$ cat src/rtl/mul_pkg.sv
// Shared types and helpers for the sequential Booth multiplier.
package mul_pkg;

    typedef enum logic [1:0] {
        IDLE = 2'd0,
        CALC = 2'd1,
        DONE = 2'd2
    } state_t;

    // Width of the iteration counter: it must hold WIDTH+1.
    function automatic int CNT_W(input int width);
        return $clog2(width + 2);
    endfunction

endpackage

$ cat src/rtl/booth_step.sv
// One radix-2 Booth iteration: add/subtract M according to {Q[0],q_-1},
// then arithmetic-right-shift the {A,Q,q_-1} register pair by one.
module booth_step
    import mul_pkg::*;
#(
    parameter int WIDTH = 32
) (
    input  logic [WIDTH+1:0] a,
    input  logic [WIDTH:0]   q,
    input  logic             q_m1,
    input  logic [WIDTH+1:0] m,
    output logic [WIDTH+1:0] a_next,
    output logic [WIDTH:0]   q_next,
    output logic             q_m1_next
);

    logic [WIDTH+1:0] sum;

    // Booth recode of the current bit pair, then shift in A's sign bit.
    always_comb begin
        sum = a;
        case ({q[0], q_m1})
            2'b10:   sum = a - m;
            2'b01:   sum = a + m;
            default: sum = a;
        endcase
        {a_next, q_next, q_m1_next} = {sum[WIDTH+1], sum, q};
    end

endmodule

$ cat src/rtl/seq_booth_multiplier.sv
// Parametrised sequential radix-2 Booth multiplier with Run/Ready handshake,
// signed/unsigned operation and optional early termination.
module seq_booth_multiplier
    import mul_pkg::*;
#(
    parameter int WIDTH      = 32,
    parameter int EARLY_EXIT = 0
) (
    input  logic                       clk,
    input  logic                       Reset_n,
    input  logic                       Run,
    input  logic                       Signed,
    input  logic [WIDTH-1:0]           Multiplicand,
    input  logic [WIDTH-1:0]           Multiplier,
    output logic [2*WIDTH-1:0]         Product,
    output logic                       Ready,
    output logic                       Busy,
    output logic [CNT_W(WIDTH)-1:0]    Cycles
);

    localparam int            CW        = CNT_W(WIDTH);
    localparam logic [CW-1:0] LAST_ITER = CW'(WIDTH + 1);

    state_t           state;
    logic [WIDTH+1:0] a_reg;
    logic [WIDTH+1:0] m_reg;
    logic [WIDTH:0]   q_reg;
    logic             q_m1_reg;
    logic [CW-1:0]    iter_cnt;

    logic [WIDTH+1:0] a_next;
    logic [WIDTH:0]   q_next;
    logic             q_m1_next;
    logic [CW-1:0]    iter_next;
    logic [CW-1:0]    remaining;
    logic             tail_match;
    logic             finish_now;
    logic [2*WIDTH-1:0] product_next;

    booth_step #(
        .WIDTH (WIDTH)
    ) u_step (
        .a         (a_reg),
        .q         (q_reg),
        .q_m1      (q_m1_reg),
        .m         (m_reg),
        .a_next    (a_next),
        .q_next    (q_next),
        .q_m1_next (q_m1_next)
    );

    // Early-exit detect: once every unconsumed multiplier bit equals the
    // last consumed one, all remaining Booth pairs are no-ops and only the
    // shifts are left, which the bulk shifter performs in one go.
    always_comb begin
        iter_next  = iter_cnt + CW'(1);
        remaining  = LAST_ITER - iter_next;
        tail_match = 1'b1;
        for (int j = 0; j <= WIDTH; j++) begin
            if ((j < int'(remaining)) && (q_next[j] != q_m1_next)) begin
                tail_match = 1'b0;
            end
        end
        finish_now   = (iter_next == LAST_ITER) || ((EARLY_EXIT != 0) && tail_match);
        product_next = (2*WIDTH)'($unsigned($signed({a_next, q_next}) >>> remaining));
    end

    // Control FSM with datapath registers and registered handshake outputs.
    always_ff @(posedge clk or negedge Reset_n) begin
        if (!Reset_n) begin
            state    <= IDLE;
            a_reg    <= '0;
            m_reg    <= '0;
            q_reg    <= '0;
            q_m1_reg <= 1'b0;
            iter_cnt <= '0;
            Product  <= '0;
            Ready    <= 1'b0;
            Busy     <= 1'b0;
            Cycles   <= '0;
        end else begin
            case (state)
                IDLE: begin
                    if (Run) begin
                        m_reg    <= {{2{Signed & Multiplicand[WIDTH-1]}}, Multiplicand};
                        q_reg    <= {Signed & Multiplier[WIDTH-1], Multiplier};
                        a_reg    <= '0;
                        q_m1_reg <= 1'b0;
                        iter_cnt <= '0;
                        Busy     <= 1'b1;
                        state    <= CALC;
                    end
                end
                CALC: begin
                    a_reg    <= a_next;
                    q_reg    <= q_next;
                    q_m1_reg <= q_m1_next;
                    iter_cnt <= iter_next;
                    if (finish_now) begin
                        Product <= product_next;
                        Cycles  <= iter_next;
                        Busy    <= 1'b0;
                        Ready   <= 1'b1;
                        state   <= DONE;
                    end
                end
                DONE: begin
                    if (!Run) begin
                        Ready <= 1'b0;
                        state <= IDLE;
                    end
                end
                default: begin
                    state <= IDLE;
                end
            endcase
        end
    end

endmodule

$ cat config.mk
export PLATFORM = sky130hd
export DESIGN_NAME = seq_booth_multiplier
export DESIGN_NICKNAME = d
export VERILOG_FILES = /design/src/rtl/mul_pkg.sv /design/src/rtl/booth_step.sv /design/src/rtl/seq_booth_multiplier.sv
export SDC_FILE = /design/constraint.sdc
export NUM_CORES = 1
export LEC_CHECK = 0
export BUFFER_PORTS_ARGS = -buffer_cell sky130_fd_sc_hd__buf_2
export CORE_ASPECT_RATIO = 0.7
export CORE_MARGIN = 3
export CORE_UTILIZATION = 55
export DETAILED_ROUTE_END_ITERATION = 12
export PLACE_DENSITY = 0.79
export SETUP_SLACK_MARGIN = 0.5
export SYNTH_ARGS = -nofsm -noshare
export SYNTH_HDL_FRONTEND = slang
export SYNTH_SLANG_ARGS = --single-unit
$ cat constraint.sdc
create_clock -name clk -period 4.56 [get_ports clk]
set_input_delay 0.912 -clock clk [delete_from_list [all_inputs] [get_ports clk]]
set_output_delay 0.912 -clock clk [all_outputs]
set_load 0.005 [all_outputs]
== Word-level counts from Yosys, hierarchy flattened ==
Cells that the tools add are included.

* Register bits: 181
* Latch bits: 0
* Memory bits (writable): 0
* Memory bits (read-only): 0
* Bits of input ports: 68
* Output and inout port bits: 72
* Logic and storage cells: 53
* Memories: 0

* $add $sub $neg: 4
* Multipliers: 0
* Divide/modulo/power cells: 0
* Magnitude comparators: 0
* Eq/ne operators: 8
* Shift operators: 1
* Multiplexer cells: 19
* Bitwise logic cells: 2
* Reductions and logical operators: 9

{| class="wikitable"
|+ Operator list
! operator !! count
|-
| case mux 34 bit (2 select lines) || 2
|-
| case mux 33 bit (2 select lines) || 1
|-
| >>> shifter 66 x 6 -> 64 bit || 1
|-
| adder 34 bit || 1
|-
| two-way mux 34 bit || 1
|-
| subtractor 34 bit || 1
|-
| two-way mux 33 bit || 1
|-
| case mux 6 bit (2 select lines) || 1
|-
| AND reduction 3 bit || 3
|-
| adder 6 x 1 -> 6 bit, second input constant || 1
|-
| equality test 6 bit, second input constant || 1
|-
| two-way mux 2 bit || 3
|-
| two-way mux 6 bit || 1
|-
| inequality test 2 bit, second input constant || 3
|-
| case mux 1 bit (2 select lines) || 3
|-
| case mux 2 bit (3 select lines) || 1
|-
| AND reduction 2 bit || 3
|-
| subtractor 6 bit, first input constant || 1
|-
| two-way mux 1 bit || 5
|-
| equality test 2 x 1 -> 1 bit, second input constant || 2
|-
| equality test 2 bit, second input constant || 2
|-
| nonzero test 2 bit || 2
|-
| AND 1 bit || 2
|-
| logical NOT 2 bit || 1
|}

== Depth between registers and ports, before layout ==
* Depth after elaboration: 4
* Mapped depth: 22

== Hierarchy ==
A second synthesis with hierarchy kept.

* Cells, all modules: 1414
* Area total of the unflattened synthesis: 13998.4 µm²

{| class="wikitable"
|+ By module, submodules not included
! module !! instances !! cells an instance !! area each (µm²) !! sequential area each (µm²)
|-
| seq_booth_multiplier || 1 || 922 || 10767.8 || 4529.3
|-
| booth_step || 1 || 492 || 3230.6 || 0.0
|}

== Least setup slack after synthesis ==
Ideal clock, no wire load.

* Path type: register -> register
* Start: register m_reg[4]
* End: register Product[61]
* Setup time: 0.076 ns
* Data arrival time: 4.957 ns
* Required time: 4.484 ns
* Path slack: -0.474 ns
* Cell stages (with the launch flop): 22
* Buffers on the path: 1
* Cell sequence: dfrtp_1 or4_1 nor3_1 nand2_1 nor2_1 and3_1 and2_1 a21o_1 o21ai_0 xor2_1 ha_1 clkbuf_1 nand2_1 nor2_1 nand3_1 or2_2 o21ai_1 mux2_2 or2_0 mux4_2 mux2_2 o21ai_1

* Cells in the longest elaborated chain, start to end: 3
* Elaborated cells between the ends (all ways): 4

{| class="wikitable"
|+ Ends and longest elaborated chain
! element !! line !! source
|-
| start: declaration || seq_booth_multiplier.sv:26 || <nowiki>logic [WIDTH+1:0] m_reg;</nowiki>
|-
| start signal: assignment || seq_booth_multiplier.sv:85 || <nowiki>m_reg <= {{2{Signed & Multiplicand[WIDTH-1]}}, Multiplicand};</nowiki>
|-
| adder 34 bit or subtractor 34 bit (tied branches) || booth_step.sv:24, booth_step.sv:23 ||
|-
| case mux 34 bit (2 select lines) * || booth_step.sv:22 || <nowiki>case ({q[0], q_m1})</nowiki>
|-
| >>> shifter 66 x 6 -> 64 bit * || seq_booth_multiplier.sv:65 || <nowiki>product_next = (2*WIDTH)'($unsigned($signed({a_next, q_next}) >>> remaining));</nowiki>
|-
| end signal: assignment || seq_booth_multiplier.sv:100 || <nowiki>Product <= product_next;</nowiki>
|-
| end: declaration || seq_booth_multiplier.sv:15 || <nowiki>output logic [2*WIDTH-1:0] Product,</nowiki>
|}

Mark *: on every way between the ends. The rest lies on a longest branch, timed or not.
A chain may end at the register's enable or synchronous reset.

== Final worst setup path ==
* Start: register m_reg[5]
* End: register Product[20]

The elaborated chain is that of the path after synthesis.

==> flow_summary.toml <==
[outcome]
violations = "setup timing"
status = "finished, violations left"

[global_route]
overflow = 0
grt_pass1_vias = 15700
grt_usage_pct = 37.8
grt_antenna_before_repair = 0
grt_pass1_wl_um = 88000
grt_max_degree = 119

[synthesis]
synthTopCellsByArea = "dfrtp_1 30%, o21ai_0 5.2%, mux4_2 4.9%"
yosysUniqueCellTypes = 89
syn_inst = 1799
synth_ff_type = "dfrtp_1"
yosys_warnings = 0
syn_avg_cell_area_um2 = 8.37
yosysSeqAreaShare_pct = 29.9
synth_top_cell_area_share_pct = 29.9
yosysTopAreaCell = "dfrtp_1"
synth_area_um2 = 15100
ys_ff_latch = 180
synthArstFlopShare_pct = 100
syn_nets = 1905
synth-edff-count = 0

[floorplan]
initial_core_util_pct = 56.1
die_y_um = 144
boundaryPins = 140
rows = 50
die_w_um = 204
core_area_um2 = 26800
dieArea_um2 = 29400

[place]
port_buffers = 139
dp_hpwl_um = 40200
placed_area_um2 = 18100
place_congestion = 0.991

[hold_path]
hp-class = "primary input to asynchronous set/reset pin"

[timing]
skew_ns = 0.0154
finalHoldViolations = 0
timing.setup.tns_ns = -23.30
slew_headroom_pct = 16.0
slew_violations = 0
period_share_pct = 113
tightest_slew_ns = 1.26
fin_ws_ns = -0.594
finalCriticalPeriod_ns = 5.15
max_freq_mhz = 194
setup_viol = 53
rsz0062_at_grt = "yes"

[flow_run]
max_cap_violations = 0

[worst_setup_path]
critPathMaxFanout = 5
cp-start-kind = "flip-flop"
cp-end-kind = "flip-flop"
reg2regPathDepth = 22
r2r_end = "Product[20]$_DFFE_PN0P_"
critical_path_required_ns = 4.97
arrival_ns = 5.56
crit_type = "flip-flop to flip-flop"
ff2ff_setup_slack_ns = -0.59
r2r_start = "m_reg[5]$_DFFE_PN0P_"

[layout]
largest_reg_flops = 64
drive_gt1_share_pct = 42.1
post-route-util_pct = 77.9
final_nets = 2271
syn_to_final_growth_pct = 38.9
top_register = "Product"
stdcell_area_um2 = 20900
antenna_cells = 0

[detailed_routing]
antenna_left = 0
drtIter0Drc = 2006
dr.pass1.iters = 5
wl_per_cell_um = 23.3
finalWirelength_um = 59100
vias = 17200
drcViolationCount = 0
vias_per_cell = 6.77

[clocking]
root_buffer = "clkbuf_16"
cts-htree-levels = 4
clockBufferDepth = 2
cts_tree = "built"
numCtsBuffers = 17
clk_pin_slew_ns = 0.08
insertion_delay_ns = 0.47
ctsHoldBuffers = 0
clock-sinks = 180
## layer usage
layer	global-route usage, %	wire (um)	vias to the layer above
met3	8.66	7090	187
met1	54.9	24100	8286
met4	10.9	1960	0
li1	-	-	7540
met2	56.8	25900	1208
met5	0	0	-
## final cells by class
cell class                      instances  area, um^2
Clock inverter                         14         119
Clock buffer                           18         429
Timing Repair Buffer                  495        3590
Fill cell                            1768        5930
Sequential cell                       180        4510
Multi-Input combinational cell       1435       11700
Inverter                               36         135
Tap cell                              364         455
## timing repair
action,4_1_cts,5_1_grt
cloned,1,0
buffers inserted,64,25
endpoints found under the setup margin,68,77
gates resized for setup,243,112
pin swaps,116,63
## Yosys cell counts, drive strengths merged (19+ instances only)
cell type    n
buf         49
mux2i       52
nand2      192
nor3        39
a21o        24
ha          37
nand4       21
a22oi       71
mux2        62
clkbuf     100
mux4        33
and3        19
and2        19
a21oi      115
nand3       20
o21ai      177
a31oi       27
dfrtp      180
o211ai      40
inv         35
a211oi      45
nor2       147
xor2        32
## cells by family after synthesis
logic type	count (synthesis)	synth area share, %
buffers and inverters	185	4.80
multiplexers	147	13.0
flip-flops	180	29.9
AND/OR/NAND/NOR	540	16.6
AO/OA/AOI/OAI	663	29.7
XOR/XNOR	46	2.73
adder cells (fa/ha/maj)	38	3.21
## worst max-delay path, cell delays in order, from the launching register on
cell and delay (ns):
dfrtp_1 0.38, or4_4 0.55, nor3_4 0.16, buf_4 0.14, and3b_2 0.20, buf_12 0.12
buf_4 0.13, a21oi_1 0.08, xor2_1 0.17, ha_1 0.41, buf_4 0.15, nand4_1 0.11
o211ai_1 0.15, buf_4 0.18, buf_4 0.12, a21oi_2 0.07, a211o_1 0.30, a211oi_4 0.38
a221oi_2 0.16, mux4_2 0.56, o21a_4 0.25, a211oi_2 0.21, a21o_1 0.11
## metrics by stage
stage | instances | worst slack, ns | hold WS (ns)
final | 2542 | -0.594 | 0.409
after global routing | 2542 | -0.778 | 0.464
after CTS | 2517 | -0.397 | 0.439
after detailed placement | 2420 | -0.646 | 0.463
after global placement | 2420 | -0.479 | 0.446
after floorplan | 1799 | -0.0896 | 0.450
## worst max path at each step
stage                              end                  from  slack (ns)  cells after the start
6_report       Product[20]$_DFFE_PN0P_  m_reg[5]$_DFFE_PN0P_       -0.59                     22
5_1_grt        Product[54]$_DFFE_PN0P_  m_reg[5]$_DFFE_PN0P_       -0.78                     23
4_1_cts        Product[30]$_DFFE_PN0P_  m_reg[5]$_DFFE_PN0P_       -0.40                     20
3_5_place_dp   Product[30]$_DFFE_PN0P_  m_reg[5]$_DFFE_PN0P_       -0.65                     21
3_3_place_gp   Product[47]$_DFFE_PN0P_  m_reg[5]$_DFFE_PN0P_       -0.48                     21
2_1_floorplan  Product[54]$_DFFE_PN0P_  m_reg[4]$_DFFE_PN0P_       -0.09                     21
## placed cells by master, fill, tap and decap left out, types with 33 or more instances in the layout
cell,n
buf_4,316
dfrtp_1,179
nand2_1,175
buf_2,138
nor2_1,128
o21ai_0,112
a21oi_1,75
a22oi_1,69
mux2_2,47
mux2i_1,44
o211ai_1,38
mux4_2,33
buf_6,33
Power is left out: the tool's default activity adds up to more than one toggle a clock period on the data nets, which glitch-free logic cannot reach.
